===== src/rtl/ll_ccie_pkg.sv =====
// Shared definitions for the ll_ccie read/write buffers: the read-buffer
// state encoding and the line geometry.
package ll_ccie_pkg;

  localparam int CCIE_CACHE_WIDTH = 512;
  localparam int CCIE_DATA_WIDTH  = 32;
  localparam int WORDS_PER_LINE   = CCIE_CACHE_WIDTH / CCIE_DATA_WIDTH;
  localparam int WORD_OFF_W       = $clog2(WORDS_PER_LINE);

  typedef enum logic [1:0] {
    RB_IDLE   = 2'd0,
    RB_LOOKUP = 2'd1,
    RB_REQ    = 2'd2,
    RB_WAIT   = 2'd3
  } rb_state_t;

endpackage


===== src/rtl/read_buffer.sv =====
// One-line read cache between the core's word read port and the ll_ccie
// read request/response channels. Hits return in one cycle; a miss fetches
// the whole line with a single tagged request and returns the word one
// cycle after the matching response.
module read_buffer
  import ll_ccie_pkg::*;
#(
  parameter int ADDR_LMT    = 20,
  parameter int MDATA       = 14,
  parameter int CACHE_WIDTH = 512,
  parameter int DATA_WIDTH  = 32
) (
  input  logic                   clk,
  input  logic                   rst,
  input  logic                   start,
  output logic [ADDR_LMT-1:0]    rd_req_addr,
  output logic [MDATA-1:0]       rd_req_mdata,
  output logic                   rd_req_en,
  input  logic                   rd_req_almostfull,
  input  logic                   rd_rsp_valid,
  input  logic [MDATA-1:0]       rd_rsp_mdata,
  input  logic [CACHE_WIDTH-1:0] rd_rsp_data,
  input  logic                   rd_en,
  input  logic [ADDR_LMT+3:0]    rd_addr,
  input  logic                   invalidate,
  output logic                   rd_ready,
  output logic                   rd_valid,
  output logic [DATA_WIDTH-1:0]  rd_data
);

  rb_state_t state_reg, state_next;

  logic                  line_valid_reg;
  logic [ADDR_LMT-1:0]   line_addr_reg;
  logic [DATA_WIDTH-1:0] line_words_reg [WORDS_PER_LINE];
  logic [DATA_WIDTH-1:0] rsp_words      [WORDS_PER_LINE];
  logic [ADDR_LMT-1:0]   miss_line_reg;
  logic [WORD_OFF_W-1:0] miss_off_reg;
  logic [MDATA-1:0]      tag_reg;
  logic                  inv_seen_reg;
  logic                  rd_valid_reg;
  logic [DATA_WIDTH-1:0] rd_data_reg;

  logic [ADDR_LMT-1:0]   req_line;
  logic [WORD_OFF_W-1:0] req_off;
  logic                  hit;
  logic                  rsp_match;
  logic                  ready_c;
  logic                  req_en_c;

  assign req_line = rd_addr[ADDR_LMT+3:4];
  assign req_off  = rd_addr[3:0];

  // A coincident invalidate forces a miss, so the freshly written data is refetched.
  assign hit       = line_valid_reg && !invalidate && (line_addr_reg == req_line);
  assign rsp_match = (state_reg == RB_WAIT) && rd_rsp_valid && (rd_rsp_mdata == tag_reg);

  // Split the response line into words so both the fill and the bypass use plain indexing.
  genvar gi;
  generate
    for (gi = 0; gi < WORDS_PER_LINE; gi++) begin : g_words
      assign rsp_words[gi] = rd_rsp_data[gi*DATA_WIDTH +: DATA_WIDTH];

      // Line storage: written only on a matching fill, never reset.
      always_ff @(posedge clk) begin
        if (rsp_match) begin
          line_words_reg[gi] <= rsp_words[gi];
        end
      end
    end
  endgenerate

  // State register.
  always_ff @(posedge clk) begin
    if (rst) begin
      state_reg <= RB_IDLE;
    end else begin
      state_reg <= state_next;
    end
  end

  // Next-state logic plus the combinational handshake outputs.
  always_comb begin
    state_next = state_reg;
    ready_c    = 1'b0;
    req_en_c   = 1'b0;
    case (state_reg)
      RB_IDLE: begin
        if (start) state_next = RB_LOOKUP;
      end
      RB_LOOKUP: begin
        ready_c = 1'b1;
        if (rd_en && !hit) state_next = RB_REQ;
      end
      RB_REQ: begin
        if (!rd_req_almostfull) begin
          req_en_c   = 1'b1;
          state_next = RB_WAIT;
        end
      end
      RB_WAIT: begin
        if (rsp_match) state_next = RB_LOOKUP;
      end
      default: state_next = RB_IDLE;
    endcase
  end

  // Datapath: hit returns, miss bookkeeping, fill and tag advance.
  always_ff @(posedge clk) begin
    if (rst) begin
      line_valid_reg <= 1'b0;
      line_addr_reg  <= '0;
      miss_line_reg  <= '0;
      miss_off_reg   <= '0;
      tag_reg        <= '0;
      inv_seen_reg   <= 1'b0;
      rd_valid_reg   <= 1'b0;
      rd_data_reg    <= '0;
    end else begin
      rd_valid_reg <= 1'b0;
      case (state_reg)
        RB_LOOKUP: begin
          if (invalidate) line_valid_reg <= 1'b0;
          if (rd_en) begin
            if (hit) begin
              rd_valid_reg <= 1'b1;
              rd_data_reg  <= line_words_reg[req_off];
            end else begin
              miss_line_reg <= req_line;
              miss_off_reg  <= req_off;
              inv_seen_reg  <= 1'b0;
            end
          end
        end
        RB_REQ: begin
          if (invalidate) begin
            line_valid_reg <= 1'b0;
            inv_seen_reg   <= 1'b1;
          end
        end
        RB_WAIT: begin
          if (invalidate) begin
            line_valid_reg <= 1'b0;
            inv_seen_reg   <= 1'b1;
          end
          if (rsp_match) begin
            // The word is still returned, but an invalidate seen during the
            // miss means the filled line cannot be trusted for later hits.
            line_addr_reg  <= miss_line_reg;
            line_valid_reg <= !(inv_seen_reg || invalidate);
            tag_reg        <= tag_reg + 1'b1;
            rd_valid_reg   <= 1'b1;
            rd_data_reg    <= rsp_words[miss_off_reg];
          end
        end
        default: ;
      endcase
    end
  end

  assign rd_ready     = ready_c;
  assign rd_req_en    = req_en_c;
  assign rd_req_addr  = miss_line_reg;
  assign rd_req_mdata = tag_reg;
  assign rd_valid     = rd_valid_reg;
  assign rd_data      = rd_data_reg;

endmodule

===== config.mk =====
export PLATFORM = sky130hd
export DESIGN_NAME = read_buffer
export DESIGN_NICKNAME = d
export VERILOG_FILES = /design/src/rtl/ll_ccie_pkg.sv /design/src/rtl/read_buffer.sv
export SDC_FILE = /design/constraint.sdc
export NUM_CORES = 1
export LEC_CHECK = 0
export ABC_AREA = 1
export CORE_MARGIN = 8
export CORE_UTILIZATION = 35
export CTS_CLUSTER_SIZE = 28
export DETAILED_ROUTE_END_ITERATION = 10
export HOLD_SLACK_MARGIN = 0.12
export PLACE_DENSITY = 0.69
export SYNTH_ARGS = -nofsm -noshare
export SYNTH_HDL_FRONTEND = slang
export SYNTH_SLANG_ARGS = --single-unit

===== constraint.sdc =====
create_clock -name clk -period 23.4 [get_ports clk]
set_clock_uncertainty 0.1 [all_clocks]
set_input_delay 5.85 -clock clk [delete_from_list [all_inputs] [get_ports clk]]
set_output_delay 5.85 -clock clk [all_outputs]
set_load 0.05 [all_outputs]

==> results.txt <==
The fraction of synthesized cell area taken by the top area cell type came out at 51.0%. The initial antenna violation count came out at 43. After routing the design area is 39300 um^2. In this run, the number of DRC markers left after iteration 0 of detailed routing was 2492. Entering global routing, the biggest net connects 155 pins. In the post-synthesis netlist, the cell with the most instances is nor2_1. The number of top-level pins is 626. The peak supply drop came out at 0.0456 mV. The clock period minus final worst setup slack came out at 13.15 ns.

The later-pin clock latency in the skew report is 0.61 ns. The async set-or-reset flop fraction in the synthesized netlist is 0%. In this run, CTS created clock tree buffers numbering 70. The worst path uses 56.2% of the clock period. The fraction of met2 tracks used by global routing came out at 40.9%.

The first-pass GRT wire length is 171000 um. Of all cell types, the one taking the most synthesized area is edfxtp_1. In this run the deepest clock path goes through 3 buffers. After detailed routing, the number of remaining DRC violations is 0. The synthesized design contains 607 register bits. The number of buffers added to fix hold violations after cts came out at 0. The layout overhead on the synthesized area came out at 30.2%. Once placement finished, the instance area stood at 36900 um^2. The post-route setup TNS is 0 ns.

The non-filler instance count after layout came out at 5129. After global routing the overflow that remains totals 0. The sequential cell area fraction in the yosys report came out at 57.3%. For this run, the top clock speed supported by timing is 0.0760 GHz. Global routing consumed, on the met1 layer, 28.2% of the routing resources.

Max-cap violations in this run came to 0. The number of instances in the synthesized netlist is 3400. The Yosys step of the flow raised 0 warnings.

The depth of the CTS H-tree came out at 3. The worst path arrival time came out at 7.20 ns. The run finished with clean final reports. The number of placement rows is 107.

For this block, the routed nets add up to 119000 um of wire. The clock net in this run drives a total of 607 sinks. The worst hold slack across all endpoints is 0.370 ns. In this run the horizontal extent of the chip is 309 um. The slew at the pin closest to its max-slew limit is 1.15 ns. The kind of critical path is input pin to output pin. The per-cell routed wire length came out at 23.2 um. The number of search-and-repair iterations in the first detailed-routing pass is 6. The initial core utilization came out at 35.3%. Using the TritonRoute via totals, the vias-per-cell ratio works out to 5.33.

Summing internal, switching and leakage power gives 0.00328 W. The number of flip-flops under the largest register name came out at 512. The overall die height is 309 um. Along the worst path, the maximum fanout reaches 2. In this run the worst hold path is classified as flop to flop.

Counting flops with a built-in enable in the synthesized netlist gives 512. The via count of the first global-routing pass was 26.3k. The number of placed instances, taps included, is 4957. The final layout contains 4449 nets. The number of port buffers came out at 625. The max-slew headroom at the worst pin is 23.6%.

The placeable core area came out at 85300 um^2. The total setup buffers inserted after CTS came out at 0. TritonCTS built the clock tree. The total routing resource utilization after global routing is 23.6%. The count of antenna-violating nets left after detailed routing is 0. The routability-driven placement congestion ratio is 0.906. The data required time at the worst endpoint is 17.45 ns. The synthesized netlist contains 33 unique library cells. The worst setup path is launched from an input pin.

By count the netlist is led by nor2_1, edfxtp_1, o21ai_0. Sorting the synthesized cells by area gives the leading types as edfxtp_1, nor2_1, o21ai_0, dfxtp_1, o211ai_1. After clock tree synthesis, the clock-pin slew on the worst setup and hold paths is 0.06 ns.

The estimated wirelength of the detail-placed design is 79000 um. In this run the static leakage power is 13.9 nW. The share of post-route cells with drive strength above 1 is 4.06%. Dividing the synthesized area by the synthesized cell count gives 8.87 um^2.

The net count of the mapped netlist came out at 3964. For met3 alone, demand over resource in global routing was 4.93%. The number of failing hold endpoints at the final stage came out at 0. The layer with the highest usage is met2. Setup violations remaining at the end of the flow were counted as 0. In the synthesized netlist the dominant register cell turns out to be edfxtp_1. The critical path capture point type is an output pin. The total standard cell area after synthesis came out at 30100 um^2. The die area came out at 95800 um^2.

The final count of pins violating max slew was 0. The number of gates resized after CTS was 0. Setup repair after global routing left no endpoint under its margin. The cell sitting at the root of the clock tree is a clkbuf_16. The power per standard cell area is 83.7 nW/um^2.

The via count of the routed design is 27.3k.
per-stage QoR:
stage          util (%)  setup slack, ns
2_1_floorplan         -             3.58
3_3_place_gp       43.2            10.23
3_5_place_dp       43.2            10.25
4_1_cts            45.9            10.25
5_1_grt            46.0            10.18
6_report           46.0            10.25
worst max-delay path: stages:
cell             delay, ns
clkdlybuf4s50_1       0.42
nor2_1                0.11
clkdlybuf4s50_1       0.81
power by group:
part | total, W | switching (W) | internal (W)
sequential | 0.00125 | 0.0000415 | 0.00121
clock | 0.00109 | 0.000462 | 0.000626
combinational | 0.000946 | 0.000631 | 0.000315
cell type report:
class                           count  area [um^2]
Timing Repair Buffer              659         6510
Clock inverter                     35          297
Tap cell                         1144         1430
Multi-Input combinational cell   2392        11000
Inverter                          155          609
Clock buffer                       93         1980
Antenna cell                       44          110
Sequential cell                   607        17300
Fill cell                        8117        46000
routing by layer:
layer,vias to the layer above,routed length (um)
met5,-,79
met4,12,4710
met3,237,10200
met2,1263,59300
met1,13000,44500
li1,12800,-
cell usage in the layout (no fill, tap or decap), drive strengths merged, types with 93 or more instances in the layout:
master and count:
clkdlybuf4s50 621, nand2 426, nand3 147, o21ai 545, o211ai 228, nor2 909, edfxtp 512, clkbuf 93
dfxtp 95, inv 159
logic make-up (layout without fill, tap and decap cells):
group	count (synthesis)	after routing	share of synthesized area, %
AND/OR/NAND/NOR	1528	1528	20.0
AO/OA/AOI/OAI	850	850	16.0
flip-flops	607	607	57.3
buffers and inverters	401	942	6.13
adder cells (fa/ha/maj)	7	7	0.291
XOR/XNOR	7	7	0.203
other	0	44	0
path summary, 6_finish.rpt:
path                            cells past startpoint  slack [ns]                        start                              end
worst max register to register                     10       18.27    state_reg[1]$_SDFFE_PP0P_  line_words_reg[5][15]$_DFFE_PP_
worst max-delay path                                3       10.25            rd_req_almostfull                        rd_req_en
worst min-delay path                                2        0.37  line_valid_reg$_SDFFE_PP0P_      line_valid_reg$_SDFFE_PP0P_
worst min register to register                      2        0.37  line_valid_reg$_SDFFE_PP0P_      line_valid_reg$_SDFFE_PP0P_
Note: power is estimated with default switching activity, not from simulation.
